## src/rtl/wfq_pkg.sv

```systemverilog
// Shared definitions for the WFQ descriptor queue block.
// Latency: n/a (types and constants only).
// Backpressure: n/a.
package wfq_pkg;

    // Queue index width; must agree with the wfq_sched instance it pairs with.
    localparam int WFQ_QUEUE_NUM_WIDTH = 2;

    // Grant FSM: request an arbitration, wait for the grant, hold the popped
    // descriptor until the egress side takes it.
    typedef enum logic [1:0] {
        WFQ_IDLE     = 2'd0,
        WFQ_WAIT_GNT = 2'd1,
        WFQ_HOLD     = 2'd2
    } wfq_state_e;

endpackage

```

## src/rtl/wfq_desc_fifo.sv

```systemverilog
// Single descriptor FIFO, depth 2**DEPTH_WIDTH, head visible combinationally.
// Latency: push visible at dout/count one cycle after the accepting edge.
// Backpressure: push ignored when full, pop ignored when empty (no look-ahead).
//
// Ports: clk/rst (sync, active-high), push/din write side, pop/dout head read
// side, count (0..depth), full, empty.
module wfq_desc_fifo #(
    parameter int DESC_WIDTH  = 16,
    parameter int DEPTH_WIDTH = 3
) (
    input  logic                  clk,
    input  logic                  rst,
    input  logic                  push,
    input  logic                  pop,
    input  logic [DESC_WIDTH-1:0] din,
    output logic [DESC_WIDTH-1:0] dout,
    output logic [DEPTH_WIDTH:0]  count,
    output logic                  full,
    output logic                  empty
);

    localparam int DEPTH = 1 << DEPTH_WIDTH;

    logic [DESC_WIDTH-1:0]  mem [DEPTH];
    logic [DEPTH_WIDTH-1:0] wr_ptr;
    logic [DEPTH_WIDTH-1:0] rd_ptr;
    logic [DEPTH_WIDTH:0]   cnt;
    logic                   push_ok;
    logic                   pop_ok;

    assign full    = (cnt == (DEPTH_WIDTH+1)'(DEPTH));
    assign empty   = (cnt == '0);
    assign push_ok = push && !full;
    assign pop_ok  = pop && !empty;
    assign dout    = mem[rd_ptr];
    assign count   = cnt;

    // Pointers wrap naturally at DEPTH_WIDTH bits.
    always_ff @(posedge clk) begin
        if (rst) begin
            wr_ptr <= '0;
            rd_ptr <= '0;
            cnt    <= '0;
        end else begin
            if (push_ok) wr_ptr <= wr_ptr + 1'b1;
            if (pop_ok)  rd_ptr <= rd_ptr + 1'b1;
            case ({push_ok, pop_ok})
                2'b10:   cnt <= cnt + 1'b1;
                2'b01:   cnt <= cnt - 1'b1;
                default: cnt <= cnt;
            endcase
        end
    end

    // Storage carries no reset; an entry is only read after it was written.
    always_ff @(posedge clk) begin
        if (push_ok) mem[wr_ptr] <= din;
    end

endmodule

```

## src/rtl/wfq_desc_queues.sv

```systemverilog
// Per-queue descriptor buffers feeding wfq_sched; pops the granted queue head.
// Latency: grant in cycle W -> deq_vld from W+1; one descriptor per 3 cycles peak.
// Backpressure: enq_rdy = target queue not full; deq_dat held until deq_rdy.
//
// Ports: enq_vld/enq_qid/enq_desc/enq_rdy classifier side; wfq_rdy/wfq_sch_en
// request side and wfq_winner_vld/wfq_winner grant side of the scheduler;
// deq_vld/deq_qid/deq_desc/deq_rdy egress side; wfq_err sticky bad-grant flag.
module wfq_desc_queues
    import wfq_pkg::*;
#(
    parameter int QUEUE_NUM_WIDTH = WFQ_QUEUE_NUM_WIDTH,
    parameter int DESC_WIDTH      = 16,
    parameter int DEPTH_WIDTH     = 3
) (
    input  logic                       clk,
    input  logic                       rst,
    input  logic                       enq_vld,
    input  logic [QUEUE_NUM_WIDTH-1:0] enq_qid,
    input  logic [DESC_WIDTH-1:0]      enq_desc,
    output logic                       enq_rdy,
    output logic [(1<<QUEUE_NUM_WIDTH)-1:0] wfq_rdy,
    output logic                       wfq_sch_en,
    input  logic                       wfq_winner_vld,
    input  logic [QUEUE_NUM_WIDTH-1:0] wfq_winner,
    output logic                       deq_vld,
    output logic [QUEUE_NUM_WIDTH-1:0] deq_qid,
    output logic [DESC_WIDTH-1:0]      deq_desc,
    input  logic                       deq_rdy,
    output logic                       wfq_err
);

    localparam int QUEUE_NUM = 1 << QUEUE_NUM_WIDTH;

    logic [QUEUE_NUM-1:0]  fifo_push;
    logic [QUEUE_NUM-1:0]  fifo_pop;
    logic [QUEUE_NUM-1:0]  fifo_full;
    logic [QUEUE_NUM-1:0]  fifo_empty;
    logic [DESC_WIDTH-1:0] fifo_head  [QUEUE_NUM];
    logic [DEPTH_WIDTH:0]  fifo_count [QUEUE_NUM];

    wfq_state_e state;
    wfq_state_e state_nxt;
    logic       grant_hit;
    logic       pop_fire;
    logic       err_set;

    // No look-ahead at a same-cycle pop: a full queue refuses the write.
    assign enq_rdy   = ~fifo_full[enq_qid];
    // Registered counts only, so a same-cycle enqueue into an empty queue
    // cannot satisfy a grant.
    assign grant_hit = (fifo_count[wfq_winner] != '0);
    assign deq_vld   = (state == WFQ_HOLD);

    for (genvar g = 0; g < QUEUE_NUM; g++) begin : g_queue
        assign fifo_push[g] = enq_vld && enq_rdy && (enq_qid == QUEUE_NUM_WIDTH'(g));
        assign fifo_pop[g]  = pop_fire && (wfq_winner == QUEUE_NUM_WIDTH'(g));
        assign wfq_rdy[g]   = ~fifo_empty[g];

        wfq_desc_fifo #(
            .DESC_WIDTH  (DESC_WIDTH),
            .DEPTH_WIDTH (DEPTH_WIDTH)
        ) u_fifo (
            .clk   (clk),
            .rst   (rst),
            .push  (fifo_push[g]),
            .pop   (fifo_pop[g]),
            .din   (enq_desc),
            .dout  (fifo_head[g]),
            .count (fifo_count[g]),
            .full  (fifo_full[g]),
            .empty (fifo_empty[g])
        );
    end

    always_ff @(posedge clk) begin
        if (rst) state <= WFQ_IDLE;
        else     state <= state_nxt;
    end

    always_comb begin
        state_nxt  = state;
        wfq_sch_en = 1'b0;
        pop_fire   = 1'b0;
        err_set    = 1'b0;
        case (state)
            WFQ_IDLE: begin
                // Grants arriving here are stale and ignored.
                wfq_sch_en = |wfq_rdy;
                if (wfq_sch_en) state_nxt = WFQ_WAIT_GNT;
            end
            WFQ_WAIT_GNT: begin
                if (wfq_winner_vld) begin
                    if (grant_hit) begin
                        pop_fire  = 1'b1;
                        state_nxt = WFQ_HOLD;
                    end else begin
                        err_set   = 1'b1;
                        state_nxt = WFQ_IDLE;
                    end
                end
            end
            WFQ_HOLD: begin
                if (deq_rdy) state_nxt = WFQ_IDLE;
            end
            default: state_nxt = WFQ_IDLE;
        endcase
    end

    always_ff @(posedge clk) begin
        if (rst) begin
            deq_desc <= '0;
            deq_qid  <= '0;
            wfq_err  <= 1'b0;
        end else begin
            if (pop_fire) begin
                deq_desc <= fifo_head[wfq_winner];
                deq_qid  <= wfq_winner;
            end
            if (err_set) wfq_err <= 1'b1;
        end
    end

endmodule

```

## config.mk

```make
export PLATFORM = sky130hd
export DESIGN_NAME = wfq_desc_queues
export DESIGN_NICKNAME = d
export VERILOG_FILES = /design/src/rtl/wfq_pkg.sv /design/src/rtl/wfq_desc_fifo.sv /design/src/rtl/wfq_desc_queues.sv
export SDC_FILE = /design/constraint.sdc
export NUM_CORES = 1
export LEC_CHECK = 0
export ABC_AREA = 1
export BUFFER_PORTS_ARGS = -buffer_cell sky130_fd_sc_hd__buf_2
export CORE_ASPECT_RATIO = 1.25
export CORE_MARGIN = 2
export CORE_UTILIZATION = 60
export CTS_CLUSTER_DIAMETER = 120
export DETAILED_ROUTE_END_ITERATION = 7
export PLACE_DENSITY = 0.81
export SLEW_MARGIN = 20
export SYNTH_ARGS = -nofsm -noshare
export SYNTH_HDL_FRONTEND = slang
export SYNTH_SLANG_ARGS = --single-unit
```

## constraint.sdc

```tcl
create_clock -name clk -period 3.1 [get_ports clk]
set_input_delay 0.465 -clock clk [delete_from_list [all_inputs] [get_ports clk]]
set_output_delay 0.465 -clock clk [all_outputs]
set_load 0.02 [all_outputs]
```

==> results.toml <==
[outcome]
outcome = "finished clean"

[route]
dr.pass1.iters = 5
vias_per_cell = 5.72
vias = 17600
drc_errors = 0
drt_iter0_drc = 2119
wl_per_cell_um = 19.6
ant_nets = 0
routed_wl_um = 60500

[placed_design]
post_dp_cell_area_um2 = 25800
post-dp-hpwl_um = 36500
post-place-ws_ps = 347
io_buffer_count = 50
gp_congestion = 0.936

[sta]
setup_slack_ps = 372
worst_slew_pin_slew_ps = 1020
max_slew_margin_pct = 31.8
skew_ps = 23.3
fin_crit_ps = 2730
fmax_mhz = 367
setup_viol = 0
hold_slack_ps = 132
drv_slew = 0
final.setup.tns_ps = 0
finalHoldViolCount = 0
rsz0062_at_grt = "false"
period_share_pct = 88.0

[synthesis]
yosys_warnings = 0
yosysSeqAreaShare_pct = 67.8
syn_inst = 2429
synth_cell_types = 30
syn_area_per_cell_um2 = 10.2
synth_compound_area_share_pct = 2.64
synth_top_family_by_area = "simple AND/OR/NAND/NOR gates"
synthAdderAreaFrac_pct = 1.01
synth_xor_area_share_pct = 0.600
synthSimpleGateAreaFrac_pct = 21.1
syn_nets = 2474
netlist_area_um2 = 24800
ys_seq_elements = 585
muxShareOfSynthArea_pct = 0

[critical_path]
end_kind = "register"
cp.arrival_ps = 3210
critPathKind = "register to register"
crit_required_ps = 3590
start_kind = "register"
worstPathMaxFanout = 11

[clock_tree]
cts.clk_slew.worst_paths_ps = 60
clockBufferDepth = 3
cts_sinks = 585
numCtsBuffers = 54
cts_tree = "done"
post-cts-setup-buffers = 0
cts-root-buf = "clkbuf_16"
ctsHtreeMaxLevel = 2
cts_resized = 0
holdBufCountCts = 0
clk_latency_ps = 600

[floorplanning]
rows = 83
start_util_pct = 60.6
dieArea_um2 = 43000
fp.dieW_um = 186
die_h_um = 231
core_area_um2 = 40900
ios = 51

[global_route]
grt_max_degree = 75
grt_pass1_wl_um = 93200
grt_usage_pct = 28.7
overflow = 0
first_global_vias = 17200
antenna_found_initial = 0

[final_layout]
nNetsFinal = 2528
n_antenna_cell = 0
area_growth_pct = 11.0
drive_above_1_share_pct = 8.79
postLayoutCellArea_um2 = 27600

[power_and_ir_drop]
peakVddDrop_mv = 0.539
finalPower_mw = 15.9
p_leak_nw = 11.3
power_density_nw_per_um2 = 577

[min_path]
hold_class = "input port to register"

[job]
drv_cap = 0
## path summary, 6_finish.rpt
check                                    end  cells past startpoint                        from  slack [ps]
hold / removal                      state[1]                      4                     deq_rdy         130
setup reg to reg  g_queue[0].u_fifo.count[2]                     16  g_queue[0].u_fifo.count[0]         370
setup / recovery  g_queue[0].u_fifo.count[2]                     16  g_queue[0].u_fifo.count[0]         370
hold reg to reg                      wfq_err                      2                     wfq_err         480
## layer usage
layer | wire length (µm) | part of all wire (%) | track usage [%] | up-vias
li1 | - | - | - | 8098
met1 | 20700 | 34 | 35.3 | 8227
met2 | 29800 | 49 | 47.9 | 1050
met3 | 5920 | 9.8 | 4.18 | 244
met4 | 4070 | 6.7 | 17.6 | 0
met5 | 0 | 0 | 0 | -
## where the power goes
group / internal, mW / switching [mW] / total [mW]
sequential: 8.63 / 0.0512 / 8.68
combinational: 0.170 / 0.531 / 0.701
clock: 3.70 / 2.82 / 6.52
## flip-flops by register name (all words and copies together) (netlist names), named ones only
signal	cells
deq_qid	2
g_queue.u_fifo.rd_ptr	12
g_queue.u_fifo.mem	512
deq_desc	16
g_queue.u_fifo.wr_ptr	12
state	2
wfq_err	1
g_queue.u_fifo.count	16
## synth_stat cells
cell | count | area (µm²)
o31ai_1 | 1 | 7.51
a211oi_1 | 1 | 7.51
buf_1 | 5 | 18.8
clkinv_1 | 2 | 7.51
edfxtp_1 | 512 | 15400
buf_2 | 42 | 210
a21oi_1 | 22 | 110
o21ai_0 | 77 | 385
xnor2_1 | 2 | 17.5
ha_1 | 20 | 250
buf_4 | 3 | 22.5
xor2_1 | 15 | 131
nand3_2 | 2 | 20.0
o221ai_1 | 2 | 17.5
clkbuf_1 | 60 | 225
o211ai_1 | 16 | 120
inv_2 | 2 | 7.51
nor2_2 | 4 | 25.0
nand2_2 | 1 | 6.26
nand2_1 | 675 | 2530
a31oi_1 | 1 | 6.26
nand4_1 | 8 | 50.1
nor2_1 | 214 | 803
inv_1 | 306 | 1150
nor4_1 | 1 | 6.26
dfxtp_1 | 73 | 1460
nand3_1 | 341 | 1710
nor3b_1 | 1 | 7.51
buf_6 | 4 | 45.0
nor3_1 | 16 | 80.1
## critical path, stage by stage, from the launching register on
cell and delay, ps:
dfxtp_1 440, nor2_1 100, nand2_1 150, nand2_1 70, nand2_1 80, nor2_2 50
nor2_4 250, nand2_1 190, inv_1 120, ha_1 230, xor2_1 280, ha_1 210
a21oi_1 50, nand2_1 100, nand2_1 60, o221ai_1 150, inv_1 60
## logic make-up (layout without fill, tap and decap cells)
kind of cell	after synthesis	after routing
simple gates	1263	1263
flops	585	585
buf+inv	424	522
compound gates	120	120
fa+ha+maj	20	20
xor+xnor	17	17
## placed cells by master, fill, tap and decap left out, types with 12 or more instances in the layout
master,n
nand3_1,341
buf_4,60
clkinv_1,12
clkbuf_16,54
edfxtp_1,512
nor2_1,214
o21ai_0,77
a21oi_1,22
inv_1,304
buf_2,50
dfxtp_1,69
o211ai_1,16
nor3_2,16
xor2_1,15
ha_1,20
nand2_1,675
## through the flow
step	util, %	instances
detailed placement	63.1	2979
global placement	63.1	2979
CTS	67.3	3079
floorplan	-	2429
global route	67.3	3079
finish	67.3	3079
## cell type report
cell class | count | area (µm²)
multi-input cells | 1420 | 6380
fillers | 2847 | 13400
clock buffers | 68 | 1430
inverters | 310 | 1160
repair buffers | 112 | 741
flip-flops and latches | 585 | 16800
well taps | 552 | 691
clock inverters | 32 | 308
No activity file was read; power rests on OpenSTA's default activity.
